### src/rtl/gray_arb_pkg.sv
// Shared types and default sizing for the Gray-code conversion arbiter.
package gray_arb_pkg;

    typedef enum logic [1:0] {
        IDLE    = 2'd0,
        CONVERT = 2'd1,
        DONE    = 2'd2
    } arb_state_t;

    localparam int unsigned DEF_N = 4;
    localparam int unsigned DEF_R = 4;

endpackage

### src/rtl/gray_serial_decoder.sv
// Bit-serial Gray-to-binary engine: one result bit per step, MSB first.
module gray_serial_decoder
    import gray_arb_pkg::*;
#(
    parameter int unsigned N = DEF_N
) (
    input  logic         clk,
    input  logic         rst,
    input  logic         load,
    input  logic [N-1:0] gray_in,
    input  logic         step,
    output logic         done,
    output logic [N-1:0] binary_out
);

    localparam int unsigned CW = (N > 1) ? $clog2(N) : 1;

    logic [N-1:0]  gray_q;
    logic [N-1:0]  bin_q;
    logic [N-1:0]  bin_next;
    logic [CW-1:0] cnt;

    // Only the bit selected by cnt changes; its upper neighbour is already final.
    always_comb begin
        bin_next = bin_q;
        for (int unsigned k = 0; k < N; k++) begin
            if (CW'(k) == cnt) begin
                if (k == N - 1) begin
                    bin_next[k] = gray_q[k];
                end else begin
                    bin_next[k] = gray_q[k] ^ bin_q[k + 1];
                end
            end
        end
    end

    always_ff @(posedge clk) begin
        if (rst) begin
            gray_q <= '0;
            bin_q  <= '0;
            cnt    <= '0;
        end else if (load) begin
            gray_q <= gray_in;
            bin_q  <= '0;
            cnt    <= CW'(N - 1);
        end else if (step) begin
            bin_q <= bin_next;
            if (cnt != '0) begin
                cnt <= cnt - 1'b1;
            end
        end
    end

    assign done       = (cnt == '0);
    assign binary_out = bin_q;

endmodule

### src/rtl/gray_convert_arbiter.sv
// Round-robin front end sharing one serial Gray decoder among R requesters.
module gray_convert_arbiter
    import gray_arb_pkg::*;
#(
    parameter int unsigned N  = DEF_N,
    parameter int unsigned R  = DEF_R,
    parameter int unsigned IW = $clog2(R)
) (
    input  logic                clk,
    input  logic                rst,
    input  logic [R-1:0]        req_valid,
    input  logic [R-1:0][N-1:0] req_gray,
    output logic [R-1:0]        req_ready,
    output logic                rsp_valid,
    input  logic                rsp_ready,
    output logic [N-1:0]        rsp_binary,
    output logic [IW-1:0]       rsp_id,
    output logic                busy
);

    arb_state_t    state, state_next;
    logic [IW-1:0] last_grant;
    logic [IW-1:0] id_q;
    logic [IW-1:0] grant_idx;
    logic          grant_found;
    logic          grant;
    logic          step;
    logic          dec_done;
    logic [N-1:0]  dec_bin;

    // Search starts just past the previous winner so every requester gets a turn.
    always_comb begin
        grant_idx   = '0;
        grant_found = 1'b0;
        for (int unsigned i = 1; i <= R; i++) begin
            if (!grant_found) begin
                if (req_valid[(int'(last_grant) + i) % R]) begin
                    grant_idx   = IW'((int'(last_grant) + i) % R);
                    grant_found = 1'b1;
                end
            end
        end
    end

    always_comb begin
        state_next = state;
        grant      = 1'b0;
        step       = 1'b0;
        unique case (state)
            IDLE: begin
                if (grant_found) begin
                    grant      = 1'b1;
                    state_next = CONVERT;
                end
            end
            CONVERT: begin
                step = 1'b1;
                if (dec_done) begin
                    state_next = DONE;
                end
            end
            DONE: begin
                if (rsp_ready) begin
                    state_next = IDLE;
                end
            end
            default: state_next = IDLE;
        endcase
    end

    always_ff @(posedge clk) begin
        if (rst) begin
            state      <= IDLE;
            last_grant <= IW'(R - 1);
            id_q       <= '0;
        end else begin
            state <= state_next;
            if (grant) begin
                last_grant <= grant_idx;
                id_q       <= grant_idx;
            end
        end
    end

    gray_serial_decoder #(
        .N(N)
    ) u_decoder (
        .clk       (clk),
        .rst       (rst),
        .load      (grant),
        .gray_in   (req_gray[grant_idx]),
        .step      (step),
        .done      (dec_done),
        .binary_out(dec_bin)
    );

    // Outputs are forced quiet while rst is asserted, whatever the state register holds.
    always_comb begin
        req_ready = '0;
        if (grant && !rst) begin
            req_ready[grant_idx] = 1'b1;
        end
    end

    assign rsp_valid  = (state == DONE) && !rst;
    assign rsp_binary = rsp_valid ? dec_bin : '0;
    assign rsp_id     = rsp_valid ? id_q : '0;
    assign busy       = (state != IDLE) && !rst;

endmodule

### config.mk
export PLATFORM = sky130hd
export DESIGN_NAME = gray_convert_arbiter
export DESIGN_NICKNAME = d
export VERILOG_FILES = /design/src/rtl/gray_arb_pkg.sv /design/src/rtl/gray_serial_decoder.sv /design/src/rtl/gray_convert_arbiter.sv
export SDC_FILE = /design/constraint.sdc
export NUM_CORES = 1
export LEC_CHECK = 0
export ABC_AREA = 1
export CORE_MARGIN = 5
export CORE_UTILIZATION = 37
export CTS_CLUSTER_SIZE = 10
export DETAILED_ROUTE_END_ITERATION = 6
export GPL_TIMING_DRIVEN = 1
export PLACE_DENSITY = 0.6
export SETUP_SLACK_MARGIN = 0.2
export SLEW_MARGIN = 10
export SYNTH_ARGS = -nofsm -noshare
export SYNTH_HDL_FRONTEND = slang
export SYNTH_HIERARCHICAL = 1
export SYNTH_SLANG_ARGS = --single-unit
### constraint.sdc
create_clock -name clk -period 3.6 [get_ports clk]
set_input_delay 0.9 -clock clk [delete_from_list [all_inputs] [get_ports clk]]
set_output_delay 0.9 -clock clk [all_outputs]
set_load 0.05 [all_outputs]
# == After elaboration in Yosys (flattened, before gate mapping) ==
# Cells that the tools add are included.
# classes
multipliers,0
bitwise_logic,3
eq_ne,8
shift,0
n_div,0
n_addsub,5
n_lt_le_gt_ge,6
n_reduce_logical,18
mux,39
# ops
cell,count
two-way mux 2 bit,14
"< comparator 2 x 3 -> 1 bit, second input constant",5
two-way mux 1 bit,15
two-way mux 4 bit,3
AND reduction 2 bit,5
binary-select mux 1 bit (select 2 bit),4
binary-select mux 4 bit (select 2 bit),1
nonzero test 2 bit,4
"!= test 2 bit, second input constant",3
one-hot mux 2 bit (3 select lines),1
"adder 2 x 1 -> 2 bit, second input constant",2
"adder 2 bit, second input constant",2
"== test 2 bit, first input constant",2
logical AND 1 bit,4
zero test 2 bit,2
AND reduction 3 bit,1
bitwise XOR 1 bit,3
demux 1 bit (select 2 bit),1
"== test 1 x 2 -> 1 bit, first input constant",1
"== test 2 x 1 -> 1 bit, second input constant",1
"== test 2 bit, second input constant",1
"greater-or-equal comparator 2 x 1 -> 1 bit, second input constant",1
OR reduction 2 bit,1
"subtractor 2 x 1 -> 2 bit, second input constant",1
zero test 1 bit,1
# word_totals
register_bits,16
romBits,0
in_bits,23
mem_bits_rw,0
mem_count,0
output_inout_bits,12
wordCells,88
latchBits,0

# == Logic depth before layout (Yosys ltp) ==
# Gate-level depths: netlist (run 1).
# depth
depth_word,15
mapped_depth,17

# == Modules after synthesis ==
# The synthesis (run 1) kept the hierarchy.
# modules_own_cells
mod,cells_per_inst,n_inst,area_each_um2
gray_convert_arbiter,135,1,779.5
gray_serial_decoder,69,1,493.0

# == Worst setup path before layout (run 1) ==
# Ideal clock, no wire load.
# synth_timing
kind,input -> output
start,input rst
end,output rsp_binary[0]
cell_stages,4
n_path_buf,1
required_time_ns,2.700
arrival_time_ns,3.236
slack_ns,-0.536
path_cell_list,clkbuf_1 -> nor3_1 -> inv_1 -> nor2_1
# synth_via
elab_chain_cells,3
# synth_rtl
element,line,rtl
start: declaration,gray_convert_arbiter.sv:10,"input logic rst,"
zero test 1 bit,gray_convert_arbiter.sv:105,assign rsp_valid = (state == DONE) && !rst;
logical AND 1 bit,gray_convert_arbiter.sv:105,
net rsp_valid,gray_convert_arbiter.sv:14,"output logic rsp_valid,"
two-way mux 4 bit,gray_convert_arbiter.sv:106,assign rsp_binary = rsp_valid ? dec_bin : '0;
end: declaration,gray_convert_arbiter.sv:16,"output logic [N-1:0] rsp_binary,"
# The timed path passes the listed nets, and every way through them passes these cells.

# == Worst setup path in the final report (run 1) ==
# layout_timing
start,input rst
end,output rsp_id[1]
# layout_via
elab_chain_cells,3
# layout_rtl
element,line,rtl
zero test 1 bit,gray_convert_arbiter.sv:105,
logical AND 1 bit,gray_convert_arbiter.sv:105,
two-way mux 2 bit,gray_convert_arbiter.sv:107,assign rsp_id = rsp_valid ? id_q : '0;
end: declaration,gray_convert_arbiter.sv:17,"output logic [IW-1:0] rsp_id,"
# Every way passes these cells.

==> key figures, run 1 <==
STA
  • Skew final: 0.00687 ns
  • Slew margin rel.: 66.9%
  • RSZ-0062 raised after global routing: no
  • Final setup violation count: 0
  • Worst-Margin Slew: 0.495 ns
  • Worst-case hold slack: 0.487 ns
  • Final Slew Violations: 0
  • Final hold vios: 0
  • FMAX: 0.307 GHz
  • Final worst path period need: 3.26 ns
  • Final worst slack: 0.338 ns
  • Final cycle utilization of the critical path: 90.6%

Power and ir drop
  • Leakage: 0.000915 uW
  • Combinational power share: 73.3%
  • P_int: 745 uW
  • Switching Share: 52.5%
  • Net Sw Power: 825 uW
  • Power per Cell Area: 830 mW/mm^2
  • Sequential share of power: 19.2%
  • Clock Power Share: 7.5%
  • Peak VDD IR: 0.000488 V

Critical path
  • CP max FO: 8
  • CP bufs+invs: 3
  • Category of the most critical setup path: input port to output pin
  • Critical Path RT: 2.70 ns
  • CP delay by family, top: buffers and inverters
  • Startpoint Class: input port
  • CP cell instances: clkdlybuf4s50_1 -> nor3_2 -> inv_1 -> nor2_1 -> buf_12
  • Critical Path AT: 2.36 ns
  • Slowest-stage cell, CP: clkdlybuf4s50_1
  • Critical Path End Type: output pin
  • Crit path largest cell delay: 0.59 ns

Floorplanning
  • Std cell rows: 21
  • Initial Util: 38.1%
  • Die ar.: 0.00471 sq mm
  • Placeable core region: 0.00334 sq mm
  • Boundary Pins: 35
  • Die width: 68.6 microns
  • Die Y: 68.6 microns

Place
  • Cells after DPL: 285
  • Setup WS pre-CTS: 0.0672 ns
  • PortBufs: 34
  • DP Wirelength: 2.45 mm
  • Final Wtd Congestion: 0.852

Clocking
  • CTS clk-pin slew, worst paths: 0.10 ns
  • Clock root cell: clkbuf_4
  • Clk sinks: 16
  • H-tree Lvls: 1
  • Hold_buf cts: 0
  • Clk Latency, worst-skew pair: 0.29 ns
  • CTS Buf Count: 3
  • Worst-case clock buffer depth: 2
  • CTS tree: built

Route
  • Post-route ant nets: 0
  • Drt pass-1 iters: 4
  • Post-Route WL: 2.99 mm
  • DRT iter0 DRCs: 43
  • Via-per-instance ratio: 4.53
  • Residual DRC count: 0
  • Via count: 1315
  • Wire per inst: 10.3 microns

Synthesis
  • Synth top area cells: dfxtp_1, nand2_1, inv_1, nor2_1, nand3_1
  • Syn Nets: 231
  • Top_reg_cell synth: dfxtp_1
  • Cells after Synth: 204
  • Yosys top cell area share: 25.2%
  • Syn_area_per_cell: 6.24 sq um
  • Netlist cell types: 25
  • Seq/Total Area, Yosys: 25.2%
  • #FFs+latches synth: 16
  • Yosys warning count: 6
  • Yosys top cell by area: dfxtp_1
  • FFs w/ async S/R, synth: 0%
  • Mapped cell area: 0.00127 sq mm
  • Post-synth EDFFs: 0

Cells and area
  • FILL cells: 338
  • Diode count: 0
  • Layout cells sized above 1: 23.0%
  • Syn-to-layout area delta: 48.7%
  • Final core utilization: 56.7%
  • Final nets: 272
  • Final Non-Filler Cells: 290

Global route
  • Global-route wire length before repair: 5.16 mm
  • Largest net degree at the start of global routing: 11
  • Number of global-route vias before repair: 1253
  • GR Util All Layers: 14.0%
  • GRT overflow: 0
  • Initial antenna violation count: 0

Flow run
  • Maxcap violations: 0

Run status
  • Status: completed

Min path
  • Hold Crit Class: register to register
-- synthesized netlist by cell type, types with 3 or more instances --
| library cell | instances |
|---|---|
| a21oi_1 | 10 |
| dfxtp_1 | 16 |
| ha_1 | 4 |
| inv_1 | 35 |
| inv_2 | 3 |
| nand2_1 | 55 |
| nand2_2 | 10 |
| nand3_1 | 13 |
| nand3_2 | 3 |
| nand3b_1 | 5 |
| nor2_1 | 24 |
| o21ai_0 | 4 |
| xnor2_1 | 3 |
-- cell type report --
cell class	count	area (sq um)	share of cell area (%)
tap	46	57.6	3.04
timing repair buffer	39	495	26.2
clock buffer	4	36.3	1.92
inverter	39	151	8.00
sequential	16	320	16.9
multi-input combinational	146	831	43.9
-- power groups by stage --
stage / clock (uW) / sequential (uW) / combinational [uW]
2_1_floorplan: 0 / 277 / 819
3_3_place_gp: 0 / 304 / 1060
3_5_place_dp: 0 / 304 / 1070
4_1_cts: 121 / 301 / 1140
5_1_grt: 128 / 311 / 1290
6_report: 118 / 301 / 1150
-- layout by cell type, fill, tap and decap left out, types with 2 or more instances in the layout --
cell             Yosys  final
inv_2                3      5
nor2_1              24     20
nor3_4               0      2
nand3_1             13     12
nand2_2             10     11
nand3_2              3      3
clkbuf_4             0      3
o21ai_0              4      4
clkdlybuf4s50_1      0     18
nor2_2               0      4
o211ai_1             2      2
nand2_1             55     54
buf_4                0      6
a21oi_1             10     10
ha_1                 4      4
buf_12               0     11
dfxtp_1             16     16
dlymetal6s2s_1       0      4
nand3_4              2      3
inv_1               35     33
nand3b_1             5      5
xnor2_1              3      3
nand4_1              2      2
o21ai_2              2      2
-- sequential cells by signal, indices dropped and copies added, names as in the netlist --
signal                flops
u_decoder/cnt             2
id_q                      2
u_decoder/gray_q          4
last_grant                2
state                     2
u_decoder/binary_out      4
-- worst reg2reg max path, cell delays in order, from the launching register on --
cell and delay, ns:
dfxtp_1 0.60, inv_6 0.10, nand2_1 0.08, nand2_1 0.09, inv_2 0.08, nand2_2 0.07, nand3_4 0.10, nand2_2 0.07
nand2_4 0.14, nand2_8 0.08, buf_4 0.17, nand2_1 0.06, nand2_1 0.04, nand2_1 0.06, nand2_1 0.05, nor2_1 0.13
nor2_1 0.06
-- final timing paths --
kind / startpoint / end / slack [ns] / cells after the start
max: rst / rsp_id[1] / 0.34 / 5
min: id_q[0] / id_q[0] / 0.49 / 2
max reg2reg: last_grant[0] / u_decoder/gray_q[0] / 1.52 / 16
min reg2reg: id_q[0] / id_q[0] / 0.49 / 2
-- per-layer routing --
layer | part of all wire, % | vias to the layer above | GRT usage, % | routed length [microns]
met5 | 0 | - | 0 | 0
met4 | 1.3 | 0 | 3.23 | 40
met3 | 6.3 | 4 | 3.57 | 187
met2 | 43 | 36 | 22.2 | 1290
met1 | 49 | 563 | 19.0 | 1470
li1 | - | 712 | - | -
-- cell families after synthesis --
| logic type | synth area share, % |
|---|---|
| adders and majority gates | 3.93 |
| AOI/OAI and AO/OA | 9.14 |
| xor gates and xnor gates | 2.07 |
| buffers and inverters | 14.0 |
| and+or+nand+nor | 45.7 |
| DFF | 25.2 |
-- stage by stage --
| step | cell area (sq um) | setup TNS, ns | power, uW |
|---|---|---|---|
| final | 1890 | 0 | 1570 |
| after global routing | 1890 | 0 | 1730 |
| after CTS | 1860 | 0 | 1560 |
| after detailed placement | 1790 | 0 | 1370 |
| after global placement | 1790 | 0 | 1370 |
| after floorplan | 1280 | -0.0354 | 1100 |
-- timing repair --
| item | 4_1_cts | 5_1_grt |
|---|---|---|
| gates resized for setup | 6 | 10 |
| pin swaps | 2 | 7 |
| buffers inserted | 1 | 0 |
| endpoints found under the setup margin | 4 | 4 |
Power figures use the tool's default switching activity.
==> inputs of run 2 (changes only) <==
- ABC_CLOCK_PERIOD_IN_PS: unset -> 3600
- SLEW_MARGIN: 10 -> 20
==> results of run 2 <==
No change in the layout: final DEF, timing and power equal those of run 1.
==> inputs of run 3 (changes only) <==
- CORE_MARGIN: 5 -> unset
- CTS_CLUSTER_SIZE: 10 -> 25
- HOLD_SLACK_MARGIN: unset -> 0.1
==> run 3 against run 2 <==
Compared with the run above: worst hold slack improved by 0.0019 ns; clock skew barely moved; non-clock buffer count rose by 11; register-to-register slack got worse by 0.13 ns; design area rose by 7.3%; final cell count rose by 3.1%; first-iteration DRC count rose by 79%; critical endpoint is now rsp_id[0].
==> key figures, run 3 (synthesis gave the netlist of run 1 again) <==
Run status
  • Status: completed

Clocking
  • Hold_buf cts: 0
  • Clock root cell: clkbuf_4
  • Clk sinks: 16
  • CTS Buf Count: 3
  • H-tree Lvls: 1
  • CTS clk-pin slew, worst paths: 0.10 ns
  • CTS tree: built
  • Worst-case clock buffer depth: 2
  • Clk Latency, worst-skew pair: 0.29 ns

Min path
  • Hold Crit Class: register to register
  • Hold Path Depth: 2

Power and ir drop
  • Power per Cell Area: 895 mW/mm^2
  • Leakage: 0.000981 uW
  • Peak VDD IR: 0.000450 V
  • Final Power: 1820 uW

Critical path
  • Slowest-stage cell, CP: clkdlybuf4s50_1
  • CP max FO: 9
  • R2R cell count: 17
  • Crit path largest cell delay: 0.62 ns
  • Critical Path End Type: output pin
  • Category of the most critical setup path: input port to output pin
  • Startpoint Class: input port
  • Critical Path AT: 2.36 ns
  • CP cell instances: clkdlybuf4s50_1 -> nor3_4 -> inv_1 -> nor2_1 -> buf_12
  • Critical Path RT: 2.70 ns

Route
  • Post-Route WL: 3.25 mm
  • Via count: 1392
  • Drt pass-1 iters: 4
  • Via-per-instance ratio: 4.66
  • Residual DRC count: 0
  • DRT iter0 DRCs: 77
  • Wire per inst: 10.9 microns
  • Post-route ant nets: 0

Floorplanning
  • Die ar.: 0.00368 sq mm
  • Die Y: 60.6 microns
  • Boundary Pins: 35
  • Placeable core region: 0.00315 sq mm
  • Std cell rows: 20
  • Die width: 60.6 microns
  • Initial Util: 40.4%

STA
  • Slew margin rel.: 65.5%
  • Final cycle utilization of the critical path: 90.5%
  • Final worst path period need: 3.26 ns
  • Final hold vios: 0
  • Skew final: 0.00692 ns
  • RSZ-0062 raised after global routing: no
  • FMAX: 0.307 GHz
  • Setup TNS Final: 0 ns
  • Final setup violation count: 0
  • Final Slew Violations: 0
  • Final worst slack: 0.341 ns
  • Worst-Margin Slew: 0.517 ns

Cells and area
  • Sequential cell area: 320 sq um
  • Final Cell Area: 0.00203 sq mm
  • Layout cells sized above 1: 28.2%
  • Diode count: 0
  • Final nets: 283
  • Commonest non-fill, non-tap cell in the layout: nand2_1
  • FILL cells: 305
  • Area of the multi-input gates: 873 sq um
  • Commonest non-fill, non-tap cells in the layout: nand2_1, inv_1, nor2_1
  • Syn-to-layout area delta: 59.5%

Global route
  • Initial antenna violation count: 0
  • Largest net degree at the start of global routing: 11
  • Number of global-route vias before repair: 1292
  • Global-route wire length before repair: 5.15 mm
  • GR Util All Layers: 18.3%
  • GRT overflow: 0

Flow run
  • Maxcap violations: 0

Place
  • Setup WS pre-CTS: 0.114 ns
  • Final Wtd Congestion: 0.879
  • DP Wirelength: 2.42 mm
  • Dpl cell area: 0.00180 sq mm
  • PortBufs: 34
## run 3: repair_timing
action,4_1_cts,5_1_grt
gates cloned,0,0
pin swaps,4,16
setup endpoints to repair,4,6
buffers inserted,2,9
gates resized for setup,9,19
## run 3: report_power, final
part / leakage [uW] / switching [uW] / internal (uW) / total, uW
clock: 0.0000210 / 59.2 / 61.7 / 121
combinational: 0.000828 / 793 / 597 / 1390
sequential: 0.000132 / 67.5 / 239 / 307
total: 0.000981 / 920 / 898 / 1820
## run 3: path summary, 6_finish.rpt
kind / start / to / slack (ns)
max reg2reg: last_grant[0] / u_decoder/gray_q[3] / 1.39
max: rst / rsp_id[0] / 0.34
min reg2reg: id_q[0] / id_q[0] / 0.49
min: id_q[0] / id_q[0] / 0.49
## run 3: metal layers
layer / share of wire (%) / global-route usage [%] / vias to the layer above
met4: 1.2 / 2.60 / 0
met3: 4.0 / 4.69 / 4
met5: 0 / 0 / -
met2: 53 / 34.2 / 33
met1: 42 / 21.5 / 624
li1: - / - / 731
## run 3: cell type report
type	instances	area share, %
Timing Repair Buffer	50	29.1
Clock buffer	4	1.79
Sequential cell	16	15.8
Multi-Input combinational cell	146	43.0
Tap cell	44	2.71
Inverter	39	7.58
## run 3: stage by stage
step	hold WS, ns	util (%)	instances
after floorplan	0.445	-	204
after global placement	0.458	57.0	284
after detailed placement	0.473	57.0	284
after CTS	0.489	59.5	290
after global routing	0.517	64.4	299
final	0.489	64.4	299
## run 3: critical path: cells and delay by family
kind,cells,cell delay [ns]
simple gates,2,0.52
buf+inv,3,0.94
